## src/rtl/oam_dma_ctrl.sv

```systemverilog
// FF46 OAM DMA sequencer: latches a source page on a write to FF46, then copies
// BYTES bytes from {page, idx} into OAM, one byte per CYC_PER_BYTE-clock slot.
module oam_dma_ctrl #(
  parameter int BYTES        = 160,
  parameter int CYC_PER_BYTE = 4,
  parameter int START_DLY    = 4
) (
  input  logic        clk_i,
  input  logic        reset_i,
  input  logic        ffxx_i,
  input  logic [7:0]  a_lo_i,
  input  logic        cpu_wr_i,
  input  logic        cpu_rd_i,
  input  logic [7:0]  d_in_i,
  output logic [7:0]  ff46_q_o,
  output logic        ff46_oe_o,
  output logic        dma_busy_o,
  output logic        bus_req_o,
  output logic        cpu_block_o,
  output logic [15:0] dma_addr_o,
  output logic        dma_rd_o,
  input  logic [7:0]  dma_din_i,
  output logic [7:0]  oam_addr_o,
  output logic [7:0]  oam_data_o,
  output logic        oam_we_o
);

  // state  | meaning
  // IDLE   | no transfer, CPU owns the bus
  // START  | page latched, counting down START_DLY clocks before taking the bus
  // XFER   | DMA owns the bus, one byte per slot of CYC_PER_BYTE clocks

  localparam int PW = (CYC_PER_BYTE > 1) ? $clog2(CYC_PER_BYTE) : 1;
  localparam int CW = (START_DLY > 1) ? $clog2(START_DLY) : 1;

  typedef enum logic [1:0] {
    S_IDLE  = 2'd0,
    S_START = 2'd1,
    S_XFER  = 2'd2
  } state_e;

  state_e        state_q, state_d;
  logic [CW-1:0] cnt_q, cnt_d;
  logic [7:0]    idx_q, idx_d;
  logic [PW-1:0] phase_q, phase_d;
  logic [7:0]    src_page_q, src_page_d;
  logic [7:0]    ff46_reg_q, ff46_reg_d;

  logic wr46;
  logic slot_end;
  logic last_byte;
  logic bus_req;

  assign wr46      = ffxx_i && (a_lo_i == 8'h46) && cpu_wr_i;
  assign slot_end  = (state_q == S_XFER) && (phase_q == PW'(CYC_PER_BYTE - 1));
  assign last_byte = (idx_q == 8'(BYTES - 1));

  always_ff @(posedge clk_i) begin
    if (reset_i) begin
      state_q    <= S_IDLE;
      cnt_q      <= '0;
      idx_q      <= '0;
      phase_q    <= '0;
      src_page_q <= '0;
      ff46_reg_q <= '0;
    end else begin
      state_q    <= state_d;
      cnt_q      <= cnt_d;
      idx_q      <= idx_d;
      phase_q    <= phase_d;
      src_page_q <= src_page_d;
      ff46_reg_q <= ff46_reg_d;
    end
  end

  // A new FF46 write always wins, including over the last-byte return to IDLE.
  always_comb begin
    state_d    = state_q;
    cnt_d      = cnt_q;
    idx_d      = idx_q;
    phase_d    = phase_q;
    src_page_d = src_page_q;
    ff46_reg_d = ff46_reg_q;
    if (wr46) begin
      ff46_reg_d = d_in_i;
      src_page_d = (d_in_i < 8'hE0) ? d_in_i : (d_in_i - 8'h20);
      state_d    = S_START;
      cnt_d      = CW'(START_DLY - 1);
      idx_d      = '0;
      phase_d    = '0;
    end else begin
      unique case (state_q)
        S_START: begin
          if (cnt_q == '0) begin
            state_d = S_XFER;
            phase_d = '0;
          end else begin
            cnt_d = cnt_q - 1'b1;
          end
        end
        S_XFER: begin
          if (slot_end) begin
            phase_d = '0;
            if (last_byte) begin
              state_d = S_IDLE;
              idx_d   = '0;
            end else begin
              idx_d = idx_q + 8'd1;
            end
          end else begin
            phase_d = phase_q + 1'b1;
          end
        end
        default: ;
      endcase
    end
  end

  // A slot cut short by a restart never writes OAM.
  always_comb begin
    dma_busy_o = 1'b0;
    bus_req    = 1'b0;
    dma_rd_o   = 1'b0;
    dma_addr_o = '0;
    oam_addr_o = '0;
    oam_data_o = '0;
    oam_we_o   = 1'b0;
    unique case (state_q)
      S_START: dma_busy_o = 1'b1;
      S_XFER: begin
        dma_busy_o = 1'b1;
        bus_req    = 1'b1;
        dma_rd_o   = 1'b1;
        dma_addr_o = {src_page_q, idx_q};
        oam_addr_o = idx_q;
        if (slot_end && !wr46) begin
          oam_we_o   = 1'b1;
          oam_data_o = dma_din_i;
        end
      end
      default: ;
    endcase
  end

  assign bus_req_o   = bus_req;
  assign cpu_block_o = bus_req && !ffxx_i;
  assign ff46_q_o    = ff46_reg_q;
  assign ff46_oe_o   = ffxx_i && (a_lo_i == 8'h46) && cpu_rd_i;

endmodule

```

## config.mk

```make
export PLATFORM = sky130hd
export DESIGN_NAME = oam_dma_ctrl
export DESIGN_NICKNAME = d
export VERILOG_FILES = /design/src/rtl/oam_dma_ctrl.sv
export SDC_FILE = /design/constraint.sdc
export NUM_CORES = 1
export LEC_CHECK = 0
export CORE_MARGIN = 2
export CORE_UTILIZATION = 40
export DETAILED_ROUTE_END_ITERATION = 6
export GPL_TIMING_DRIVEN = 1
export PLACE_DENSITY = 0.81
export SETUP_SLACK_MARGIN = 0.3
export SLEW_MARGIN = 20
export SYNTH_ARGS = -nofsm -noshare
export SYNTH_HDL_FRONTEND = slang
export SYNTH_SLANG_ARGS = --single-unit
export TNS_END_PERCENT = 30
```

## constraint.sdc

```tcl
create_clock -name clk_i -period 3.34 [get_ports clk_i]
set_input_delay 0.501 -clock clk_i [delete_from_list [all_inputs] [get_ports clk_i]]
set_output_delay 0.501 -clock clk_i [all_outputs]
set_load 0.05 [all_outputs]
```

==> impl_metrics.py <==
metrics = {
    "logic_synthesis": {
        "yosysTopAreaCellShare_pct": 34.0,
        "synth_ff_type": "dfxtp_1",
        "yosys_warnings": 0,
        "ys_top_cells_by_count": "nand2_1 (26), dfxtp_1 (25), and2_1 (17), buf_4 (14), a21oi_1 (13)",
        "yosys.cell_count.top_type": "nand2_1",
        "yosys.area.top_type": "dfxtp_1",
        "synth_fp_nets": 215,
        "synth-async-reset-ratio_pct": 0,
        "avgSynthCellArea_um2": 8.17,
        "synth-seq-area-share_pct": 34.0,
        "syn_area_um2": 1470,
        "ys_ff_latch": 25,
        "synth_edf_count": 0,
        "syn_inst": 180,
        "synth_area_leaders": "dfxtp_1 (34%), and2_1 (7.2%), buf_4 (7.1%)",
        "synth.distinct_cells": 35,
    },
    "global_route": {
        "grt_antenna_before_repair": 0,
        "overflow": 0,
        "grt_pass1_wl_um": 5670,
        "grt_start_max_net_pins": 27,
        "grtUsageTotal_pct": 17.1,
        "grt_pass1_vias": 1248,
    },
    "critical_path": {
        "cp_slowest_cell": "clkdlybuf4s50_1",
        "end_kind": "primary output",
        "cp_max_fo": 3,
        "path_cells": "clkdlybuf4s50_1 -> nor4b_4 -> and4_1 -> clkdlybuf4s50_1",
        "crit_type": "in -> out",
        "arrival_ns": 2.28,
        "slowest_delay_ns": 0.80,
        "cp_common_cell": "clkdlybuf4s50_1",
        "cp.required_ns": 2.84,
        "startpoint_type": "primary input",
    },
    "sta": {
        "period_needed_ns": 2.78,
        "slew_viol_final": 0,
        "rsz0062_at_grt": "false",
        "slew_headroom_pct": 56.5,
        "max_slew.worst_pin.slew_ns": 0.651,
        "fmax_mhz": 360,
        "finalCritPeriodShare_pct": 83.1,
        "setup_viol": 0,
        "fin_worst_skew_ns": 0.00707,
        "timing_hold_violations_final": 0,
        "fin_tns_setup_ns": 0,
    },
    "power": {
        "powerDensity_nw_per_um2": 271,
        "power.leakage_nw": 0.815,
        "ir_drop_uv": 268,
    },
    "outcome": {
        "status": "complete, no violations",
    },
    "routing": {
        "drt_pass1_iterations": 4,
        "wl_per_cell_um": 11.8,
        "post-route-drc-count": 0,
        "drtIter0Drc": 46,
        "drt_wl_total_um": 3370,
        "drtAntennaViolNets": 0,
        "vias": 1375,
        "viasPerCell": 4.82,
    },
    "clock_tree": {
        "clkSinkCount": 25,
        "tritoncts": "done",
        "h-tree-depth": 1,
        "clk_pin_slew_ns": 0.09,
        "cts_root_buf": "clkbuf_8",
        "postCtsHoldBufs": 0,
        "insertion_delay_ns": 0.27,
        "post-cts-setup-buffers": 0,
        "cts_made_buffers": 3,
        "clock_path_buffers": 2,
    },
    "cells_and_area": {
        "final_core_util_pct": 59.9,
        "layout-drive-gt1-share_pct": 10.1,
        "diodes": 0,
        "nets": 273,
        "area_delta_synth_final_pct": 47.0,
    },
    "min_path": {
        "hold_class": "reg -> reg",
    },
    "floorplan": {
        "ios": 75,
        "initial_core_util_pct": 40.8,
        "die_h_um": 64.6,
        "die_x_um": 64.6,
        "num_rows": 22,
        "coreArea_um2": 3610,
        "die-area_um2": 4180,
    },
    "placed_design": {
        "io_buffers": 74,
        "gp_congestion": 0.796,
        "dp_hpwl_um": 2530,
    },
    "flow_run": {
        "max_cap_viol_count": 0,
    },
}
==> cell families (layout without fill, tap and decap cells) <==
kind of cell	Yosys count	count (layout)	synth area share [%]
compound gates	23	23	10.0
xor+xnor	8	8	4.77
mux	1	1	0.681
simple gates	87	87	33.4
fa+ha+maj	6	6	5.11
flops	25	25	34.0
buf+inv	30	87	12.0
==> worst max-delay path, delay by kind of cell <==
kind / cells / cell delay (ns)
AND/OR/NAND/NOR: 2 / 0.53
buffers and inverters: 2 / 1.24
==> through the flow <==
stage / cell area (um^2) / setup slack, ns / std cells / hold slack (ns) / total power, mW
floorplan: 1470 / 0.685 / 180 / 0.427 / 0.358
detailed placement: 2110 / 0.554 / 281 / 0.439 / 0.409
global route: 2160 / 0.476 / 285 / 0.485 / 0.613
finish: 2160 / 0.564 / 285 / 0.452 / 0.585
CTS: 2160 / 0.378 / 285 / 0.453 / 0.592
global placement: 2110 / 0.567 / 281 / 0.435 / 0.407
==> repair_timing <==
item                                   CTS  global route
setup endpoints to repair                0             9
resized for setup                        0             1
endpoints found under the hold margin    0             0
==> final timing paths <==
kind                                      to  slack, ns                       start  depth (start not counted)
hold / removal    src_page_q[6]$_SDFFE_PP0P_       0.45  src_page_q[6]$_SDFFE_PP0P_                          2
setup / recovery                   ff46_oe_o       0.56                   a_lo_i[5]                          4
hold reg to reg   src_page_q[6]$_SDFFE_PP0P_       0.45  src_page_q[6]$_SDFFE_PP0P_                          2
setup reg to reg       idx_q[4]$_SDFFE_PP0P_       1.54     state_q[0]$_SDFFE_PP0P_                          6
==> layout make-up <==
cell class | count | area [um^2]
clock buffers | 3 | 41.3
clock inverters | 1 | 7.51
fillers | 344 | 1450
inverters | 8 | 30.0
multi-input cells | 125 | 796
flip-flops and latches | 25 | 500
well taps | 48 | 60.1
repair buffers | 75 | 726
==> power by group <==
group	leakage [nW]	total (mW)	internal [mW]	switching, mW
clock network	0.0217	0.183	0.0846	0.0981
registers	0.201	0.303	0.301	0.00200
logic	0.592	0.0994	0.0501	0.0493
total	0.815	0.585	0.436	0.149
==> layout by cell type, fill, tap and decap left out, drive strengths merged, types with 3 or more instances in the layout <==
cell           Yosys  layout
inv                8       8
ha                 6       6
and3               8       8
and2              17      17
clkdlybuf4s50      0      65
dfxtp             25      25
a21oi             16      16
nand4              4       4
nor2              12      12
nand2             26      26
clkbuf             4       3
buf               18      10
nand3              5       5
xnor2              5       5
xor2               3       3
==> state kept, by name, summed over array words and instances (netlist names) <==
signal and cells:
ff46_q_o 3, idx_q 8, phase_q 2, src_page_q 8
cnt_q 2, state_q 2
==> layer usage <==
layer	vias up	part of all wire [%]	GRT usage [%]
met1	630	47	20.7
met2	43	46	29.3
met4	0	0.45	3.19
li1	700	-	-
met5	-	0	0
met3	2	6.7	5.90
(Power assumes the default switching activity.)
